### config.mk
export PLATFORM = sky130hd
export DESIGN_NAME = instruction_fetch_stage
export DESIGN_NICKNAME = d
export VERILOG_FILES = /design/src/rtl/instruction_fetch_stage.sv
export SDC_FILE = /design/constraint.sdc
export NUM_CORES = 1
export LEC_CHECK = 0
export CAP_MARGIN = 20
export CORE_MARGIN = 3
export CORE_UTILIZATION = 42
export DETAILED_ROUTE_END_ITERATION = 6
export HOLD_SLACK_MARGIN = 0.12
export PLACE_DENSITY = 0.8
export SLEW_MARGIN = 25
export SYNTH_ARGS = -nofsm -noshare
export SYNTH_HDL_FRONTEND = slang
export SYNTH_SLANG_ARGS = --single-unit
### constraint.sdc
create_clock -name clk -period 6.1 [get_ports clk]
set_clock_uncertainty 0.2 [all_clocks]
set_input_delay 0.61 -clock clk [delete_from_list [all_inputs] [get_ports clk]]
set_output_delay 0.61 -clock clk [all_outputs]
set_load 0.02 [all_outputs]
### src/rtl/instruction_fetch_stage.sv
// Instruction fetch stage: PC register, imem request handshake, IF/ID pipeline
// register and a bounded wait counter that latches a sticky fetch error.
module instruction_fetch_stage #(
  parameter logic [31:0] RESET_PC     = 32'h0000_0000,
  parameter int unsigned WAIT_TIMEOUT = 8
) (
  input  logic        clk,
  input  logic        rst_n,
  input  logic        stall,
  input  logic        redirect_valid,
  input  logic [31:0] redirect_pc,
  output logic        imem_req,
  output logic [31:0] imem_addr,
  input  logic [31:0] imem_rdata,
  input  logic        imem_ready,
  output logic [31:0] pc,
  output logic        if_id_valid,
  output logic [31:0] if_id_instr,
  output logic [5:0]  if_id_opcode,
  output logic [31:0] if_id_pc_plus4,
  output logic        fetch_err
);

  localparam int unsigned CW = $clog2(WAIT_TIMEOUT + 1);
  localparam logic [CW-1:0] TIMEOUT_C = CW'(WAIT_TIMEOUT);

  typedef enum logic [1:0] {S_BOOT, S_FETCH, S_ERR} state_t;

  state_t        state_q, state_d;
  logic [31:0]   pc_q, pc_d;
  logic [31:0]   instr_q, instr_d;
  logic [31:0]   pc4_q, pc4_d;
  logic          valid_q, valid_d;
  logic          err_q, err_d;
  logic [CW-1:0] wait_q, wait_d;
  logic          accept;
  logic [31:0]   pc_plus4;
  logic          unused_redirect_lsbs;

  assign unused_redirect_lsbs = ^redirect_pc[1:0];

  always_comb begin
    state_d  = state_q;
    pc_d     = pc_q;
    instr_d  = instr_q;
    pc4_d    = pc4_q;
    valid_d  = valid_q;
    err_d    = err_q;
    wait_d   = wait_q;
    imem_req = 1'b0;
    pc_plus4 = pc_q + 32'd4;

    case (state_q)
      S_BOOT:  state_d = S_FETCH;
      S_FETCH: imem_req = !stall && !redirect_valid;
      S_ERR:   imem_req = 1'b0;
      default: state_d = S_BOOT;
    endcase

    accept = imem_req && imem_ready;

    // Priority: redirect > stall > accept > bubble
    if (redirect_valid) begin
      pc_d    = {redirect_pc[31:2], 2'b00};
      valid_d = 1'b0;
      instr_d = '0;
      wait_d  = '0;
    end else if (stall) begin
      wait_d = '0;
    end else if (accept) begin
      instr_d = imem_rdata;
      valid_d = 1'b1;
      pc4_d   = pc_plus4;
      pc_d    = pc_plus4;
      wait_d  = '0;
    end else begin
      valid_d = 1'b0;
      instr_d = '0;
      if (imem_req) begin
        if (wait_q != TIMEOUT_C) begin
          wait_d = wait_q + 1'b1;
        end
        if (wait_d == TIMEOUT_C) begin
          err_d   = 1'b1;
          state_d = S_ERR;
        end
      end
    end

    // The error state keeps the IF/ID slot empty even under stall
    if (state_q == S_ERR) begin
      valid_d = 1'b0;
      instr_d = '0;
    end
  end

  always_ff @(posedge clk or negedge rst_n) begin
    if (!rst_n) begin
      state_q <= S_BOOT;
      pc_q    <= RESET_PC;
      instr_q <= '0;
      pc4_q   <= '0;
      valid_q <= 1'b0;
      err_q   <= 1'b0;
      wait_q  <= '0;
    end else begin
      state_q <= state_d;
      pc_q    <= pc_d;
      instr_q <= instr_d;
      pc4_q   <= pc4_d;
      valid_q <= valid_d;
      err_q   <= err_d;
      wait_q  <= wait_d;
    end
  end

  assign imem_addr      = pc_q;
  assign pc             = pc_q;
  assign if_id_valid    = valid_q;
  assign if_id_instr    = instr_q;
  assign if_id_opcode   = instr_q[31:26];
  assign if_id_pc_plus4 = pc4_q;
  assign fetch_err      = err_q;

endmodule
After elaboration in Yosys (flattened, before gate mapping)
Cells that the tools add are included.
Cells by class
  $add $sub $neg: 2
  eq/ne operators: 6
  multiplexer cells: 27
  bitwise gates (word level): 3
  reductions and logical operators: 11
Operators with widths (count)
  32-bit 2-to-1 mux: 7
  4-bit 2-to-1 mux: 9
  32-bit by 3-bit adder with 32-bit output (second input constant): 1
  2-bit 2-to-1 mux: 5
  1-bit 2-to-1 mux: 5
  5-bit AND reduction: 1
  4-bit by 1-bit adder with 4-bit output (second input constant): 1
  4-bit equality test (second input constant): 1
  4-bit inequality test (second input constant): 1
  2-bit case mux with 2 select lines: 1
  4-bit nonzero test: 1
  3-bit by 1-bit inequality test with 1-bit output (second input constant): 1
  1-bit inverter: 3
  3-bit AND reduction: 1
  2-bit by 1-bit equality test with 1-bit output (second input constant): 1
  2-bit equality test (second input constant): 1
  1-bit logical AND: 2
  1-bit zero test: 2
  2-bit zero test: 1
  2-bit by 1-bit inequality test with 1-bit output (second input constant): 1
  2-bit AND reduction: 1
  2-bit nonzero test: 1
  2-bit OR reduction: 1
Storage, ports and cells
  register bits: 104
  input bits: 69
  output and inout bits: 137
  word-level logic and storage cells: 56

Logic depth before layout (Yosys ltp)
Gate-level depths: netlist of run 1.
  word-level depth: 13
  depth in mapped cells: 8
  depth with buffers taken out: 7

Worst setup path after synthesis of run 1
No wires, ideal clock.
  kind: in2reg
  start point: in redirect_valid
  end point: reg state_q[0]
  library setup time: 119 ps
  data arrival time: 2294 ps
  data required time: 5781 ps
  slack: 3487 ps
  cell stages on the path: 6
  path buffers: 2
  cell sequence: clkbuf_1 -> nor4b_2 -> nand2b_1 -> clkbuf_1 -> or4_1 -> and2_1
On the way
  cells in the longest elaborated chain, start to end: 7
  elaborated cells between the ends (all ways): 8
  classes of those cells: 5 x mux; 3 x reduce/logical
RTL lines
  start: declaration: line 10  | input logic redirect_valid,
  1-bit zero test (*): line 55  | S_FETCH: imem_req = !stall && !redirect_valid;
  1-bit logical AND (*): line 55
  1-bit 2-to-1 mux (*): line 53  | case (state_q)
  via imem_req: line 12  | output logic imem_req,
  2-bit 2-to-1 mux / 1-bit logical AND (equally long branches): line 79, 60
  2-bit 2-to-1 mux (*): line 70  | end else if (accept) begin
  2-bit 2-to-1 mux (*): line 68  | end else if (stall) begin
  2-bit 2-to-1 mux (*): line 63  | if (redirect_valid) begin
  via state_d[0]: line 29  | state_t state_q, state_d;
  end signal: assignment: line 107  | state_q <= state_d;
  end: declaration: line 29
The timed path passes the listed nets; every way through them passes the cells marked *.
A chain may end at the register's enable or synchronous reset.

Worst setup path in the final report of run 1
  start point: in redirect_valid
  end point: out imem_req
On the way
  cells in the longest elaborated chain, start to end: 3
RTL lines (line)
  1-bit zero test: 55
  1-bit logical AND: 55
  1-bit 2-to-1 mux: 53
  end: declaration: 12
No other way between the ends.

==> results of run 1 <==
## layout by cell type, fill, tap and decap left out, types with 5 or more instances in the layout
master,count
a21o_1,5
a221o_1,9
a22o_1,32
a22oi_1,12
and3_1,6
buf_4,6
clkbuf_16,9
clkdlybuf4s50_1,196
conb_1,6
dfrtp_1,100
inv_1,9
nand2_1,50
nand3_1,11
nand4_1,6
nor2_1,11
nor3_1,13
nor4_1,5
o21ai_0,54
xnor2_1,17
xor2_1,11
## stage by stage
step	utilization	setup WS, ns
floorplan	-	3.49
global placement	0.596	2.66
detailed placement	0.596	2.62
CTS	0.625	2.88
global route	0.625	2.77
finish	0.625	2.90
## cell type report
cell class              instances  share of cell area
inverters                      10             0.00547
clock buffers                  12              0.0374
flip-flops and latches        100               0.365
clock inverters                 3             0.00675
well taps                     140              0.0255
multi-input cells             288               0.266
repair buffers                203               0.294
## critical path, cell delays in order
cell	delay [ns]
clkdlybuf4s50_1	0.40
buf_4	0.26
nor4b_2	0.41
clkdlybuf4s50_1	0.71
## worst min-delay path by stage
stage,slack [ns],to,startpoint
final,0.28,if_id_pc_plus4[21],if_id_pc_plus4[21]
after global routing,0.31,if_id_pc_plus4[9],if_id_pc_plus4[9]
after CTS,0.28,if_id_valid,if_id_valid
after detailed placement,0.26,fetch_err,fetch_err
after global placement,0.26,if_id_valid,if_id_valid
after floorplan,0.11,fetch_err,rst_n
## metal layers
metal,vias up,global-route usage
met2,202,0.359
met1,2002,0.262
li1,1911,-
met4,0,0.0673
met5,-,0
met3,14,0.0733
## power breakdown
| group | switching (uW) | internal (uW) | leakage [uW] |
|---|---|---|---|
| combinational | 111 | 123 | 0.00138 |
| clock | 243 | 339 | 0.000145 |
| sequential | 37.2 | 680 | 0.00134 |
## cells by family after synthesis
kind of cell | count (synthesis) | share of synthesized area
other | 1 | 0.000786
and+or+nand+nor | 122 | 0.129
xor gates and xnor gates | 28 | 0.0514
muxes | 2 | 0.00446
AOI/OAI and AO/OA | 127 | 0.185
DFF | 100 | 0.525
adders and majority gates | 3 | 0.00787
buffers and inverters | 80 | 0.0968
## what timing repair did
action | in CTS | in global routing
endpoints found under the hold margin | 39 | 0
endpoints found under the setup margin | 0 | 0
buffers inserted | 0 | 0
hold buffers | 1 | 0
## Yosys cell counts, types with 2 or more instances
master	count
buf_1	3
or4_1	2
and4_1	2
nand3_1	11
and2_1	3
xor2_1	11
clkbuf_1	22
ha_1	3
a31oi_1	2
dfrtp_1	100
buf_4	42
inv_1	9
a21oi_1	2
nand4_1	6
buf_2	3
a22o_1	32
o211ai_1	3
nor3b_1	2
a221o_1	9
nor4_1	5
nand2_1	51
or4_4	2
o21ai_0	54
nand2b_1	2
and3_1	6
xnor2_1	17
nor2_1	11
a21o_1	5
o311ai_0	2
nor3_1	13
a22oi_1	12
## registers in the layout, indices dropped and copies added (netlist names)
register	count
fetch_err	1
if_id_instr	32
if_id_pc_plus4	30
if_id_valid	1
imem_addr	30
state_q	2
wait_q	4
==> flow_summary.toml, run 1 <==
[layout]
multi_input_area_sq_mm = 0.00183
nFillCells = 888
syn2layout_area_growth_pct = 43.8
instances_no_fill = 756
drive_gt1_frac = 0.0471
design_area_sq_mm = 0.00686
antenna-diode-count = 0
final_nets = 684
seq_area_sq_mm = 0.00250

[floorplanning]
core_area_sq_mm = 0.0110
die-area_sq_mm = 0.0127
num_rows = 38
start_util = 0.434
die_x_um = 113
pin_count = 206
chipHeight_um = 113

[power_and_ir_drop]
p_per_area_mw_per_mm2 = 223
p_leak_uw = 0.00286
total_power_uw = 1530
peakVddDrop_uv = 135

[setup_path]
r2r_end = "imem_addr[29]"
crit_start = "redirect_valid"
regToRegStartpoint = "imem_addr[12]"
worstSetupPathType = "in -> out"
reg2reg_depth = 5
crit_required_ns = 5.29
crit_path_start_kind = "input port"
reg2reg_slack_ns = 3.42
crit_path_end = "imem_req"
cp_max_fo = 33
cp.arrival_ns = 2.39
end_kind = "output pin"

[sta]
hold_violations = 0
period_needed_ns = 3.20
rsz0062_at_grt = "false"
worst_pin_slew_ns = 1.00
fmax_mhz = 312
setup_tns_ns = 0
whs_ns = 0.282
final_max_slew_viol_count = 0
slew_headroom = 0.332
finalSetupViolCount = 0
fin_crit_sh = 0.525

[grt]
grt_pass1_vias = 4203
globalRouteOverflowTotal = 0
grt_antenna_before_repair = 0
gr-usage-all-layers = 0.215
grt_max_degree = 62
grt_pass1_wl_um = 21700

[yosys]
ys_seq_area_frac = 0.525
netlist_area_sq_mm = 0.00477
async_reset_ff_frac = 1.00
synth-main-ff-cell = "dfrtp_1"
ys_seq_elements = 100
yosys.area.top_type_share = 0.525
yosys_warnings = 0
synth-edff-count = 0
synthTopCellsByArea = "dfrtp_1, buf_4, a22o_1"
syn_area_per_cell_sq_um = 10.3
synth_cells = 463
yosysUniqueCellTypes = 47
yosysTopAreaCell = "dfrtp_1"

[cts]
tritoncts = "yes"
clockBufferDepth = 2
clock_latency_ns = 0.34
cts_sinks = 100
numCtsBuffers = 9
cts.clk_slew.worst_paths_ns = 0.07
cts.htree.levels = 3
ctsRootBufferMaster = "clkbuf_16"
cts-resized-gates = 0

[drt]
vias_per_cell = 5.46
dr.max_layer_used = "met4"
ant_nets = 0
wirelength_um = 13700
wl_met3_um = 1310
drt-initial-drc-count = 270
wire_per_inst_um = 18.1
remaining_drc_errors = 0
wl_met1_um = 5450
wl_met2_um = 6750
drt_first_pass_iters = 4
route.vias.total = 4129

[flow_run]
max_cap_violations = 0

[hold_path]
min_path_cells = 2
hold_path.class = "reg -> reg"

[placement]
io_buffers = 197
dpl.cell_count = 740
routabilityCongestion = 0.784
dp_hpwl_um = 9880
place_area_sq_mm = 0.00655

[run_status]
status = "completed"
Power figures use the tool's default switching activity.
==> inputs of run 2 (changes only) <==
Clock period 6.1 ns to 2.95 ns, I/O delays scaled along.
==> run 2 against run 1 <==
Combinational power grew 110%. Global-route usage shrank 0.52 points. Cell count grew 0.79%. First-iteration DRC count shrank 17%. Worst setup slack lost 2.5 ns. Design area grew 0.44%. Total power grew 99%. Clock-buffer cell count is the same. Critical path depth grew 2. Sequential cell count is the same.
==> flow_summary.toml, run 2 (synthesis results as in run 1) <==
[floorplanning]
die_x_um = 113
die-area_sq_mm = 0.0127
start_util = 0.434
num_rows = 38
pin_count = 206
chipHeight_um = 113
core_area_sq_mm = 0.0110

[grt]
gr-usage-all-layers = 0.209
globalRouteOverflowTotal = 0
grt_pass1_vias = 4141
grt_max_degree = 63
grt_antenna_before_repair = 0
grt_pass1_wl_um = 21400

[layout]
syn2layout_area_growth_pct = 44.5
largest_reg_flops = 32
drive_gt1_frac = 0.0563
final_common_cell = "clkdlybuf4s50_1"
design_area_sq_mm = 0.00689
final_nets = 689
most-common-layout-cells = "clkdlybuf4s50_1, dfrtp_1, o21ai_0, nand2_1, a22o_1"
antenna-diode-count = 0
final_core_util = 0.628
nFillCells = 889

[placement]
dp_hpwl_um = 9870
place_area_sq_mm = 0.00661
routabilityCongestion = 0.817
io_buffers = 197
place_ws_ns = 0.371

[run_status]
status = "completed"

[sta]
worst_pin_slew_ns = 0.821
period_needed_ns = 2.50
rsz0062_at_grt = "false"
final_max_slew_viol_count = 0
setup_tns_ns = 0
fin_crit_sh = 0.848
postLayoutSetupSlackWorst_ns = 0.448
fmax_mhz = 400
slew_headroom = 0.453
whs_ns = 0.280
hold_violations = 0
finalSetupViolCount = 0

[cts]
cts_setup_buffers = 0
clock_latency_ns = 0.33
tritoncts = "yes"
clockBufferDepth = 2
ctsRootBufferMaster = "clkbuf_16"
cts.clk_slew.worst_paths_ns = 0.07
cts.htree.levels = 3
numCtsBuffers = 9
cts_sinks = 100

[drt]
wire_per_inst_um = 17.6
vias_per_cell = 5.41
drt_first_pass_iters = 4
route.vias.total = 4119
wirelength_um = 13400
drt-initial-drc-count = 223
ant_nets = 0
remaining_drc_errors = 0

[power_and_ir_drop]
p_per_area_mw_per_mm2 = 443
peakVddDrop_uv = 255
comb_power_share = 0.160
p_leak_uw = 0.00287
switchingPower_uw = 797
internal-power_uw = 2260
p_clk_frac = 0.355
switching_share = 0.261
seq_power_share = 0.485

[setup_path]
end_kind = "flip-flop"
crit_path_start_kind = "flip-flop"
cp_max_fo = 7
worstSetupPathType = "reg -> reg"
crit_required_ns = 2.95
cp.arrival_ns = 2.50

[flow_run]
max_cap_violations = 0

[hold_path]
hold_path.class = "reg -> reg"
## run 2: repair_timing
action / CTS / global route
endpoints found under the hold margin: 61 / 0
endpoints found under the setup margin: 0 / 0
hold buffers: 1 / 0
gates resized for setup: 0 / 0
## run 2: worst max-delay path, stage by stage (launching register included)
cell	delay, ns
dfrtp_1	0.45
ha_1	0.28
nand4_1	0.18
or3_2	0.56
nor4_1	0.38
xnor2_1	0.20
o21ai_0	0.11
## run 2: routing by layer
layer  up-vias  wire (um)  global-route usage
li1       1919          -                   -
met1      2010       5450               0.260
met2       178       6620               0.354
met3        12       1230              0.0609
met4         0        142              0.0633
met5         -          0                   0
## run 2: worst paths after layout
check,from,slack (ns),depth (start not counted),end
max in group asynchronous,rst_n,1.39,3,if_id_pc_plus4[26]
min in group asynchronous,rst_n,0.43,2,imem_addr[31]
setup / recovery,imem_addr[2],0.45,6,imem_addr[30]
hold / removal,if_id_pc_plus4[16],0.28,2,if_id_pc_plus4[16]
setup reg to reg,imem_addr[2],0.45,6,imem_addr[30]
hold reg to reg,if_id_pc_plus4[16],0.28,2,if_id_pc_plus4[16]
## run 2: area by class of cell
cell class                      instances  area, sq um  area share
Clock buffer                           12          246      0.0358
Clock inverter                          4         23.8     0.00345
Inverter                               10         37.5     0.00545
Multi-Input combinational cell        288         1830       0.265
Sequential cell                       100         2500       0.363
Tap cell                              140          175      0.0254
Timing Repair Buffer                  208         2080       0.302
## run 2: power by group through the flow
| stage | Sequential, uW | Clock [uW] | Combinational, uW |
|---|---|---|---|
| floorplan | 1530 | 0 | 212 |
| detailed placement | 1510 | 0 | 492 |
| CTS | 1480 | 1120 | 495 |
| global placement | 1500 | 0 | 487 |
| finish | 1480 | 1080 | 490 |
| global route | 1490 | 1170 | 525 |
## run 2: metrics by stage
step | power, uW | std cells
6_report | 3060 | 762
5_1_grt | 3180 | 762
4_1_cts | 3090 | 762
3_5_place_dp | 2000 | 745
3_3_place_gp | 1990 | 745
2_1_floorplan | 1740 | 468
